--- src/rtl/hazard_pkg.sv ---
// hazard_pkg
// Shared types and constants for the pipeline hazard controller.
//   hz_state_t     : controller mode (RUN, MEM_WAIT, ERROR)
//   DEF_REG_ADDR_W : default register index width
//   X0             : index of the hard-wired zero register
package hazard_pkg;

    typedef enum logic [1:0] {
        RUN      = 2'd0,
        MEM_WAIT = 2'd1,
        ERROR    = 2'd2
    } hz_state_t;

    localparam int DEF_REG_ADDR_W = 5;
    localparam int X0             = 0;

endpackage

--- src/rtl/hazard_sat_cnt.sv ---
// hazard_sat_cnt
// Saturating up-counter with enable and asynchronous active-high reset.
// Ports:
//   clk   in  : clock
//   reset in  : asynchronous active-high reset, clears count
//   en    in  : increment this cycle
//   count out : current value, sticks at all-ones
module hazard_sat_cnt #(
    parameter int W = 32
) (
    input  logic         clk,
    input  logic         reset,
    input  logic         en,
    output logic [W-1:0] count
);

    always_ff @(posedge clk or posedge reset) begin
        if (reset) begin
            count <= '0;
        end else if (en && (count != {W{1'b1}})) begin
            count <= count + W'(1);
        end
    end

endmodule

--- src/rtl/hazard_unit.sv ---
// hazard_unit
// Hazard controller for the 5-stage RISC-V pipeline. Inserts a one-cycle
// bubble on load-use, squashes IF/ID, ID/EX and EX/MEM on a taken branch
// resolved in MEM, and freezes the whole pipeline while data memory is busy,
// escalating to a sticky error after MAX_WAIT+1 freeze cycles.
//
// Optional feature: define HAZARD_PERF_CNT_EN to build the saturating
// performance counters; otherwise stall_cnt/flush_cnt/wait_cnt read 0.
//
// Handshake with data memory: dmem_req marks a MEM-stage access; the access
// completes in the cycle dmem_ready is high. In RUN, a request without ready
// opens a wait; once waiting, only dmem_ready matters.
//
// Ports:
//   clk, reset                   : clock, asynchronous active-high reset
//   idex_memRead, idex_rd        : EX-stage load flag and destination
//   ifid_rs1/rs2, *_used         : ID-stage sources and whether they are read
//   exmem_branch_taken           : branch in MEM resolved taken
//   dmem_req, dmem_ready         : data memory access / completion
//   ctrl_sel                     : 1 pass control, 0 insert bubble
//   pc_write, ifid_write         : PC and IF/ID write enables
//   ifid_flush/idex_flush/exmem_flush : stage register clears
//   pipe_freeze                  : hold every pipeline register and PC
//   mem_timeout                  : sticky data-memory timeout error
//   stall_cnt/flush_cnt/wait_cnt : performance counters
//   fsm_state                    : debug view of the controller state
module hazard_unit
    import hazard_pkg::*;
#(
    parameter int REG_ADDR_W = DEF_REG_ADDR_W,
    parameter int MAX_WAIT   = 15,
    parameter int CNT_W      = 32
) (
    input  logic                  clk,
    input  logic                  reset,
    input  logic                  idex_memRead,
    input  logic [REG_ADDR_W-1:0] idex_rd,
    input  logic [REG_ADDR_W-1:0] ifid_rs1,
    input  logic [REG_ADDR_W-1:0] ifid_rs2,
    input  logic                  ifid_rs1_used,
    input  logic                  ifid_rs2_used,
    input  logic                  exmem_branch_taken,
    input  logic                  dmem_req,
    input  logic                  dmem_ready,
    output logic                  ctrl_sel,
    output logic                  pc_write,
    output logic                  ifid_write,
    output logic                  ifid_flush,
    output logic                  idex_flush,
    output logic                  exmem_flush,
    output logic                  pipe_freeze,
    output logic                  mem_timeout,
    output logic [CNT_W-1:0]      stall_cnt,
    output logic [CNT_W-1:0]      flush_cnt,
    output logic [CNT_W-1:0]      wait_cnt,
    output logic [1:0]            fsm_state
);

    localparam int WCNT_W = (MAX_WAIT < 2) ? 1 : $clog2(MAX_WAIT + 1);
    localparam logic [WCNT_W-1:0] WCNT_MAX = WCNT_W'(MAX_WAIT);

    hz_state_t         state, state_next;
    logic [WCNT_W-1:0] wcnt, wcnt_next;
    logic              timeout_q;

    logic load_use;
    logic resolve;      // pipeline not frozen: branch / load-use may act
    logic stall_evt;
    logic flush_evt;
    logic freeze_evt;

    assign load_use = idex_memRead && (idex_rd != REG_ADDR_W'(X0)) &&
                      ((ifid_rs1_used && (idex_rd == ifid_rs1)) ||
                       (ifid_rs2_used && (idex_rd == ifid_rs2)));

    always_ff @(posedge clk or posedge reset) begin
        if (reset) begin
            state     <= RUN;
            wcnt      <= '0;
            timeout_q <= 1'b0;
        end else begin
            state <= state_next;
            wcnt  <= wcnt_next;
            if (state_next == ERROR) begin
                timeout_q <= 1'b1;
            end
        end
    end

    always_comb begin
        state_next  = state;
        wcnt_next   = wcnt;
        resolve     = 1'b0;
        ctrl_sel    = 1'b1;
        pc_write    = 1'b1;
        ifid_write  = 1'b1;
        ifid_flush  = 1'b0;
        idex_flush  = 1'b0;
        exmem_flush = 1'b0;
        pipe_freeze = 1'b0;
        stall_evt   = 1'b0;
        flush_evt   = 1'b0;
        freeze_evt  = 1'b0;

        case (state)
            RUN: begin
                if (dmem_req && !dmem_ready) begin
                    pipe_freeze = 1'b1;
                    pc_write    = 1'b0;
                    ifid_write  = 1'b0;
                    freeze_evt  = 1'b1;
                    state_next  = MEM_WAIT;
                    wcnt_next   = WCNT_W'(1);
                end else begin
                    resolve = 1'b1;
                end
            end
            MEM_WAIT: begin
                if (dmem_ready) begin
                    resolve    = 1'b1;
                    state_next = RUN;
                    wcnt_next  = '0;
                end else begin
                    pipe_freeze = 1'b1;
                    pc_write    = 1'b0;
                    ifid_write  = 1'b0;
                    freeze_evt  = 1'b1;
                    // wcnt counts freeze cycles after the first one, so
                    // hitting MAX_WAIT here means MAX_WAIT+1 frozen cycles.
                    if (wcnt == WCNT_MAX) begin
                        state_next = ERROR;
                    end else begin
                        wcnt_next = wcnt + WCNT_W'(1);
                    end
                end
            end
            ERROR: begin
                pipe_freeze = 1'b1;
                ctrl_sel    = 1'b0;
                pc_write    = 1'b0;
                ifid_write  = 1'b0;
            end
            default: begin
                state_next = RUN;
                wcnt_next  = '0;
            end
        endcase

        // Branch squash outranks load-use: the stalled instruction is on
        // the wrong path anyway, so it is flushed rather than bubbled.
        if (resolve) begin
            if (exmem_branch_taken) begin
                ifid_flush  = 1'b1;
                idex_flush  = 1'b1;
                exmem_flush = 1'b1;
                ctrl_sel    = 1'b0;
                flush_evt   = 1'b1;
            end else if (load_use) begin
                ctrl_sel   = 1'b0;
                pc_write   = 1'b0;
                ifid_write = 1'b0;
                stall_evt  = 1'b1;
            end
        end

        // Reset quiesces every control output, not just the registers.
        if (reset) begin
            ctrl_sel    = 1'b0;
            pc_write    = 1'b0;
            ifid_write  = 1'b0;
            ifid_flush  = 1'b0;
            idex_flush  = 1'b0;
            exmem_flush = 1'b0;
            pipe_freeze = 1'b0;
            stall_evt   = 1'b0;
            flush_evt   = 1'b0;
            freeze_evt  = 1'b0;
        end
    end

    assign mem_timeout = timeout_q;
    assign fsm_state   = state;

`ifdef HAZARD_PERF_CNT_EN
    hazard_sat_cnt #(.W(CNT_W)) u_stall_cnt (
        .clk   (clk),
        .reset (reset),
        .en    (stall_evt),
        .count (stall_cnt)
    );

    hazard_sat_cnt #(.W(CNT_W)) u_flush_cnt (
        .clk   (clk),
        .reset (reset),
        .en    (flush_evt),
        .count (flush_cnt)
    );

    hazard_sat_cnt #(.W(CNT_W)) u_wait_cnt (
        .clk   (clk),
        .reset (reset),
        .en    (freeze_evt),
        .count (wait_cnt)
    );
`else
    logic unused_evt;
    assign unused_evt = ^{stall_evt, flush_evt, freeze_evt};
    assign stall_cnt  = '0;
    assign flush_cnt  = '0;
    assign wait_cnt   = '0;
`endif

endmodule

--- config.mk ---
export PLATFORM = sky130hd
export DESIGN_NAME = hazard_unit
export DESIGN_NICKNAME = d
export VERILOG_FILES = /design/src/rtl/hazard_pkg.sv /design/src/rtl/hazard_sat_cnt.sv /design/src/rtl/hazard_unit.sv
export SDC_FILE = /design/constraint.sdc
export NUM_CORES = 1
export LEC_CHECK = 0
export CAP_MARGIN = 20
export CORE_MARGIN = 5
export CORE_UTILIZATION = 33
export DETAILED_ROUTE_END_ITERATION = 8
export PLACE_DENSITY = 0.86
export SYNTH_ARGS = -nofsm -noshare
export SYNTH_HDL_FRONTEND = slang
export SYNTH_SLANG_ARGS = --single-unit
--- constraint.sdc ---
create_clock -name clk -period 4.1 [get_ports clk]
set_clock_uncertainty 0.05 [all_clocks]
set_input_delay 0.41 -clock clk [delete_from_list [all_inputs] [get_ports clk]]
set_output_delay 0.41 -clock clk [all_outputs]
set_load 0.02 [all_outputs]
---- Word-level counts from Yosys, hierarchy flattened ----
Index checks and enable logic that the tools add are counted.
operators by class
  $lt $le $gt $ge ......................... 0
  add/sub/neg operators ................... 1
  mux-type cells .......................... 28
  shifts and indexed selects .............. 0
  bitwise logic cells ..................... 1
  reduce and logical (&&, ||, !) cells .... 10
  multipliers ............................. 0
  equal/unequal tests ..................... 8
  div/mod/pow operators ................... 0
operators with widths
  cell                   number
  $mux W1                17
  $mux W4                3
  $pmux W4 S3            1
  $eq A5 B5 Y1           2
  $mux W2                3
  $pmux W1 S3            2
  $pmux W2 S3            1
  $logic_and A1 B1 Y1    5
  $reduce_bool A5 Y1     1
  $add A4 B1 Y4 const B  1
  $eq A2 B2 Y1 const B   2
  $eq A4 B4 Y1 const B   1
  $ne A3 B3 Y1 const B   1
  $reduce_and A3 Y1      1
  $eq A2 B1 Y1 const B   1
  $logic_not A2 Y1       1
  $ne A2 B2 Y1 const B   1
  $pmux W1 S2            1
  $logic_not A1 Y1       1
  $logic_or A1 B1 Y1     1
  $not A1 Y1             1
storage, ports and cells
  memories ................................ 0
  bits in writable memories ............... 0
  latch bits .............................. 0
  output and inout bits ................... 106
  ROM bits ................................ 0
  bits in registers ....................... 7

---- Longest topological paths before layout ----
Gate-level depths: netlist of run 1.
  depth in word-level cells ............... 8
  gate-level depth with buffers ........... 5

---- Least setup slack after synthesis of run 1 ----
Ideal clock, no wire load.
  path kind ............................... input -> output
  start ................................... input port idex_rd[1]
  end ..................................... output port pc_write
  arrival ................................. 1768 ps
  stages on the path ...................... 5
  path slack .............................. 1872 ps
  data required time ...................... 3640 ps
  path buffers ............................ 1
  path through ............................ or4_4 -> o21ai_2 -> nor3_1 -> a211oi_2 -> buf_4
between the ends
  longest elaborated chain between the ends .. 8
  elaborated cells between the ends (all ways) .. 12
  classes of those cells .................. eq/ne (2); mux (4); reduce/logical (6)
RTL lines
  element                                 line                                  source
  start: declaration                      hazard_unit.sv:37                     input logic [REG_ADDR_W-1:0] idex_rd,
  $eq A5 B5 Y1 (on tied branches)         hazard_unit.sv:73, hazard_unit.sv:74
  $logic_and A1 B1 Y1 (on tied branches)  hazard_unit.sv:73, hazard_unit.sv:74
  $logic_or A1 B1 Y1                      hazard_unit.sv:73                     ((ifid_rs1_used && (idex_rd == ifid_rs1)) ||
  $logic_and A1 B1 Y1 *                   hazard_unit.sv:72                     assign load_use = idex_memRead && (idex_rd != REG_ADDR_W'(X0)) &&
  $mux W1 * (4 in a row)                  n/a
  end: declaration                        hazard_unit.sv:46                     output logic pc_write,
Mark *: on every way between the ends. The rest lies on a longest branch, timed or not.

---- Final worst setup path of run 1 ----
  start ................................... input port idex_rd[1]
  end ..................................... output port ifid_write
between the ends
  longest elaborated chain between the ends .. 8
  elaborated cells between the ends (all ways) .. 12
  classes of those cells .................. eq/ne (2); mux (4); reduce/logical (6)
RTL lines
  element                                 line                                  source
  $eq A5 B5 Y1 (on tied branches)         hazard_unit.sv:73, hazard_unit.sv:74
  $logic_and A1 B1 Y1 (on tied branches)  hazard_unit.sv:73, hazard_unit.sv:74
  $logic_or A1 B1 Y1                      hazard_unit.sv:73
  $logic_and A1 B1 Y1 *                   hazard_unit.sv:72
  $mux W1 *                               hazard_unit.sv:158                    end else if (load_use) begin
  $mux W1 *                               hazard_unit.sv:152                    if (exmem_branch_taken) begin
  $mux W1 *                               hazard_unit.sv:151                    if (resolve) begin
  $mux W1 *                               hazard_unit.sv:167                    if (reset) begin
  end: declaration                        hazard_unit.sv:47                     output logic ifid_write,
Marks and branches as above.

==> summary.md, run 1 <==
| Metric | Value |
|---|---|
| DRT antenna net count | `0` |
| Number of global-route vias before repair | `approximately 740` |
| Worst Setup Path Type | `in2out` |
| Post-Syn Area | `1320 µm²` |
| CTS Hold Buffers Added | `0` |
| Antenna cell count | `0` |
| Part of the cycle the worst path needs | `74.5%` |
| Post-Route Utilization | `34.6%` |
| Biggest area consumer among synthesized cells | `buf_4` |
| Die X-Extent | `73.3 µm` |
| Synth top area share | `between 50% and 60%` |
| Setup ws final | `1.04 ns` |
| Crit path max fanout | `3` |
| YS warnings | `0` |
| Final setup viols | `0` |
| Commonest cells post-synth | `99 x buf_4, 10 x xnor2_1, 7 x dfrtp_1` |
| Startpoint types | `primary input` |
| Layout cells sized above 1 | `a little over 6%` |
| P_leak | `0.663 nW` |
| Worst path top cell family by delay | `buffers and inverters` |
| Setup_tns | `0 ns` |
| Starting Density | `33.5%` |
| Post-place setup slack | `1.04 ns` |
| Cells after Synth | `161` |
| Pwr Density | `between 200 and 250 nW/µm²` |
| Fin area | `1360 µm²` |
| Die area | `5370 µm²` |
| Fin. Hold Viols | `0` |
| Detailed placer's ending HPWL | `2.22 mm` |
| Routability cong. | `0.803` |
| WL/cell | `between 9 and 10 µm` |
| Largest net degree at the start of global routing | `11` |
| CTS Buffer Depth | `2` |
| Final #Nets | `218` |
| Clock sinks | `7` |
| RSZ-0062 raised after global routing | `no` |
| Row count | `23` |
| Synth top area cells | `buf_4 56%, dfrtp_1 13%, xnor2_1 6.6%` |
| Routed WL | `2.41 mm` |
| Slowest stage delay, CP | `0.67 ns` |
| Via count | `855` |
| Peak VDD IR | `between 0.00005 and 0.00006 V` |
| Unique masters post-synth | `33` |
| First-pass DRT Iterations | `3` |
| Clock-pin slew on the worst setup and hold paths | `0.04 ns` |
| Clock latency on the worst-skew pair | `0.23 ns` |
| Drt initial violations | `12` |
| First-pass GRT wire length | `~3.2 mm` |
| Initial antenna violation count | `0` |
| Die H | `between 70 and 80 µm` |
| Async set-reset flop share out of synthesis | `100%` |
| Root Driver | `clkbuf_8` |
| Critical path, cell by cell | `clkdlybuf4s50_1, or4_4, o21ai_2, nor3_1, a211oi_2, clkdlybuf4s50_1` |
| Commonest register cell after synthesis | `dfrtp_1` |
| Crit path buffers/inverters | `2` |
| Post-CTS Setup Bufs | `0` |
| Cell mode on critical path | `clkdlybuf4s50_1` |
| Sequential cell area fraction in the yosys report | `13.3%` |
| H-tree depth | `1` |
| CP Data Required Time | `about 3.6 ns` |
| Pwr Total | `roughly 0.29 mW` |
| Routed vias/inst | `3.52` |
| CTS buffer count | `3` |
| Syn avg cell area | `8.21 µm²` |
| Highest clock rate | `about 0.33 GHz` |
| Fillers | `420` |
| Seq cells post-synth | `7` |
| Top-count cell post-synth | `buf_4` |
| Max Cap Violations | `0` |
| Core Region | `3940 µm²` |
| Final Max Tran Viols | `0` |
| DRC violations left | `0` |
| Boundary Pins | `129` |
| CTS-repair resized insts | `0` |
| I/O Buffers | `32` |
| EDFF count, synth | `0` |
| Layout area overhead | `3.13%` |
| Final min period | `around 3.1 ns` |
| Status | `finished, final reports clean` |
| Hold Path Class | `reg2reg` |
| Slowest CP cell | `clkdlybuf4s50_1` |
| Gr ovfl total | `0` |
| Gr usage total | `a little under 8%` |
| CTS tree | `yes` |
| Dpl cell area | `1320 µm²` |
| CP Capture Type | `output pin` |
| CP Data Arrival Time | `2.60 ns` |
==> layout by cell type (no fill, tap or decap), drive strengths merged <==
cell / n
conb: 96
clkdlybuf4s50: 32
xnor2: 10
dfrtp: 7
o21ai: 6
nand2: 5
clkbuf: 4
nor2: 3
nor3: 3
nand3: 2
inv: 2
nand4: 2
or2: 2
nand4bb: 1
nand2b: 1
nor4: 1
o22a: 1
nor2b: 1
o221ai: 1
nor4b: 1
o21bai: 1
a21boi: 1
and2: 1
o22ai: 1
or4: 1
a211oi: 1
o211ai: 1
a21oi: 1
o21a: 1
nand3b: 1
o211a: 1
ha: 1
==> final cells by class <==
class	count	area, µm²	area share, %
well taps	50	62.6	4.59
inverters	2	7.51	0.551
multi-input cells	148	752	55.2
repair buffers	32	320	23.5
flip-flops and latches	7	175	12.9
clock buffers	4	45.0	3.31
==> metrics by stage <==
| step | hold slack, ns | cells |
|---|---|---|
| floorplan | 0.177 | 256 |
| global placement | 0.409 | 239 |
| detailed placement | 0.422 | 239 |
| CTS | 0.444 | 243 |
| global route | 0.465 | 243 |
| finish | 0.432 | 243 |
==> where the power goes <==
group / total (mW) / switching, mW / internal (mW)
clock: 0.0986 / 0.0312 / 0.0674
sequential: 0.0694 / 0 / 0.0694
combinational: 0.123 / 0.0953 / 0.0280
==> kinds of logic (layout without fill, tap and decap cells) <==
kind of cell	Yosys count	after routing	share of synthesized area [%]
AO/OA/AOI/OAI	16	16	10.3
adder cells (fa/ha/maj)	1	1	0.947
other	1	96	0.284
buffers and inverters	101	38	56.8
flip-flops	7	7	13.3
AND/OR/NAND/NOR	25	25	11.7
XOR/XNOR	10	10	6.63
==> flip-flops by register name, summed over array words and instances, names as in the netlist <==
register and count:
fsm_state 2, wcnt 4, mem_timeout 1
==> routing by layer <==
layer | routed length, µm | GRT usage, % | vias to the layer above
li1 | - | - | 393
met4 | 71 | 3.69 | 0
met5 | 0 | 0 | -
met1 | 670 | 7.46 | 385
met2 | 1250 | 14.2 | 70
met3 | 409 | 2.87 | 7
==> worst paths after layout <==
path                                    from            to  slack, ns  cells past startpoint
worst max-delay path              idex_rd[1]    ifid_write       1.04                      6
worst min-delay path             mem_timeout   mem_timeout       0.43                      1
worst max register to register  fsm_state[1]       wcnt[3]       2.56                      4
worst min register to register   mem_timeout   mem_timeout       0.43                      1
max in group asynchronous              reset  fsm_state[1]       3.29                      2
min in group asynchronous              reset       wcnt[0]       0.47                      2
(Power assumes the default switching activity.)
==> inputs of run 2 (changes only) <==
CORE_UTILIZATION = 30   (was 33)
PLACE_DENSITY = 0.79   (was 0.86)
clock period = 2.9 ns   (was 4.1 ns; I/O delays follow)
==> run 2 against run 1 <==
Effect of this change: clock power rose by 38%; final cell count rose by 2.1%; sequential share of layout area fell by 0.23 points; critical path depth did not move; non-clock buffer count rose by 3; setup slack got worse by 0.88 ns; combinational power rose by 44%; wire length rose by 0.87%; critical path type unchanged; global-route usage rose by 0.33 points; cell area rose by 1.8%; largest power group unchanged; hold slack got worse by 0.069 ns.
==> summary.md, run 2 (synthesized netlist as in run 1, its figures left out) <==
| Metric | Value |
|---|---|
| Status | `finished, final reports clean (unchanged)` |
| Most common cell after layout, fill and taps aside | `conb_1 (unchanged)` |
| Crit path max fanout | `3 (unchanged)` |
| Largest net degree at the start of global routing | `11 (unchanged)` |
| CP Data Arrival Time | `2.39 ns (was 2.60 ns)` |
| Gr usage total | `8.03% (was 7.70%)` |
| CTS Hold Buffers Added | `0 (unchanged)` |
| Core Region | `4320 µm² (was 3940 µm²)` |
| Root Driver | `clkbuf_8 (unchanged)` |
| Pwr Density | `296 nW/µm² (was 214 nW/µm²)` |
| CTS Buffer Depth | `2 (unchanged)` |
| Startpoint types | `primary input (unchanged)` |
| DP Cell Count | `244 (was 239)` |
| R2r worst-path depth | `4 (unchanged)` |
| DRC violations left | `0 (unchanged)` |
| Final setup viols | `0 (unchanged)` |
| Drt initial violations | `41 (was 12)` |
| Worst reg2reg path startpoint | `fsm_state[1] (unchanged)` |
| Boundary Pins | `129 (unchanged)` |
| Worst Setup Path Type | `in2out (unchanged)` |
| Routed vias/inst | `3.46 (was 3.52)` |
| Highest clock rate | `0.366 GHz` |
| CTS-repair resized insts | `0 (unchanged)` |
| Layout area overhead | `5.02% (was 3.13%)` |
| Biggest register | `wcnt (unchanged)` |
| Detailed placer's ending HPWL | `2.21 mm (was 2.22 mm)` |
| Max FFs per register | `4 (unchanged)` |
| Fin. Hold Viols | `0 (unchanged)` |
| DRT antenna net count | `0 (unchanged)` |
| Die H | `76.4 µm (was 73.3 µm)` |
| First-pass GRT wire length | `3.91 mm (was 3.21 mm)` |
| Setup_tns | `0 ns (unchanged)` |
| Final #Nets | `221 (was 218)` |
| I/O Buffers | `32 (unchanged)` |
| First-pass DRT Iterations | `4 (was 3)` |
| Antenna cell count | `0 (unchanged)` |
| CP Capture Point | `ifid_write (unchanged)` |
| Routed WL | `2.43 mm (was 2.41 mm)` |
| Starting Density | `30.6% (was 33.5%)` |
| Part of the cycle the worst path needs | `94.3%` |
| Clock sinks | `7 (unchanged)` |
| CP Data Required Time | `2.56 ns (was 3.64 ns)` |
| Layout Cells excl Fill | `248 (was 243)` |
| Gr ovfl total | `0 (unchanged)` |
| Die area | `5830 µm² (was 5370 µm²)` |
| Number of global-route vias before repair | `821 (was 738)` |
| Clock-pin slew on the worst setup and hold paths | `0.04 ns (about the same)` |
| Fillers | `471 (was 420)` |
| FF-to-FF setup slack | `1.33 ns (was 2.56 ns)` |
| CTS tree | `yes (unchanged)` |
| Layout cells sized above 1 | `7.65% (was 6.22%)` |
| FF-to-FF End | `wcnt[3] (unchanged)` |
| H-tree depth | `1 (unchanged)` |
| Clock latency on the worst-skew pair | `0.23 ns (about the same)` |
| Initial antenna violation count | `0 (unchanged)` |
| Via count | `858 (was 855)` |
| Final Max Tran Viols | `0 (unchanged)` |
| Commonest cells after routing, fill and taps aside | `96 x conb_1, 32 x clkdlybuf4s50_1, 10 x xnor2_1 (unchanged)` |
| Crit. Startpoint | `idex_rd[3] (was idex_rd[1])` |
| Post-CTS Setup Bufs | `0 (unchanged)` |
| Routability cong. | `0.837 (was 0.803)` |
| P_leak | `0.677 nW (was 0.663 nW)` |
| WL/cell | `9.79 µm (was 9.90 µm)` |
| Hold Path Class | `in2async (was reg2reg)` |
| Final min period | `between 2 and 3 ns` |
| Peak VDD IR | `0.000144 V (was 0.0000559 V)` |
| Row count | `24 (was 23)` |
| CTS buffer count | `3 (unchanged)` |
| Max Cap Violations | `0 (unchanged)` |
| Die X-Extent | `76.4 µm (was 73.3 µm)` |
| RSZ-0062 raised after global routing | `no (unchanged)` |
| CP Capture Type | `output pin (unchanged)` |
[run 2: how the worst min path moves through the flow]
stage                         endpoint  cells after the start
after floorplan           fsm_state[0]                      1
after global placement     mem_timeout                      1
after detailed placement   mem_timeout                      1
after CTS                      wcnt[2]                      2
after global routing           wcnt[2]                      2
final                          wcnt[2]                      2
[run 2: area by class of cell]
class / instances / area, µm² / share of cell area, %
repair buffers: 35 / 343 / 24.7
well taps: 52 / 65.1 / 4.69
clock buffers: 4 / 45.0 / 3.25
multi-input cells: 148 / 752 / 54.2
inverters: 2 / 7.51 / 0.541
flip-flops and latches: 7 / 175 / 12.6
[run 2: power by group]
part | leakage (nW) | switching, mW | internal (mW)
Clock | 0.0228 | 0.0414 | 0.0950
Combinational | 0.567 | 0.135 | 0.0422
Sequential | 0.0874 | 0 | 0.0982
[run 2: routing by layer]
metal | vias up | part of all wire (%) | track usage [%]
met5 | - | 0 | 0
met4 | 0 | 1.3 | 2.45
met3 | 6 | 18 | 4.61
met2 | 72 | 54 | 14.9
met1 | 377 | 27 | 7.28
li1 | 403 | - | -
[run 2: through the flow]
stage	power, mW	setup WS [ns]	hold WS [ns]	utilization [%]	instance area (µm²)
after global placement	0.272	0.180	0.408	31.0	1340
after CTS	0.416	0.146	0.373	32.1	1390
after detailed placement	0.272	0.156	0.408	31.0	1340
final	0.411	0.166	0.364	32.1	1390
after global routing	0.437	0.0561	0.414	32.1	1390
after floorplan	0.328	0.867	0.0566	-	1680
[run 2: critical path, stage by stage]
cell             delay [ns]
clkdlybuf4s50_1        0.47
or4_4                  0.50
o21ai_2                0.13
nor3_1                 0.07
a211oi_2               0.27
clkdlybuf4s50_1        0.66
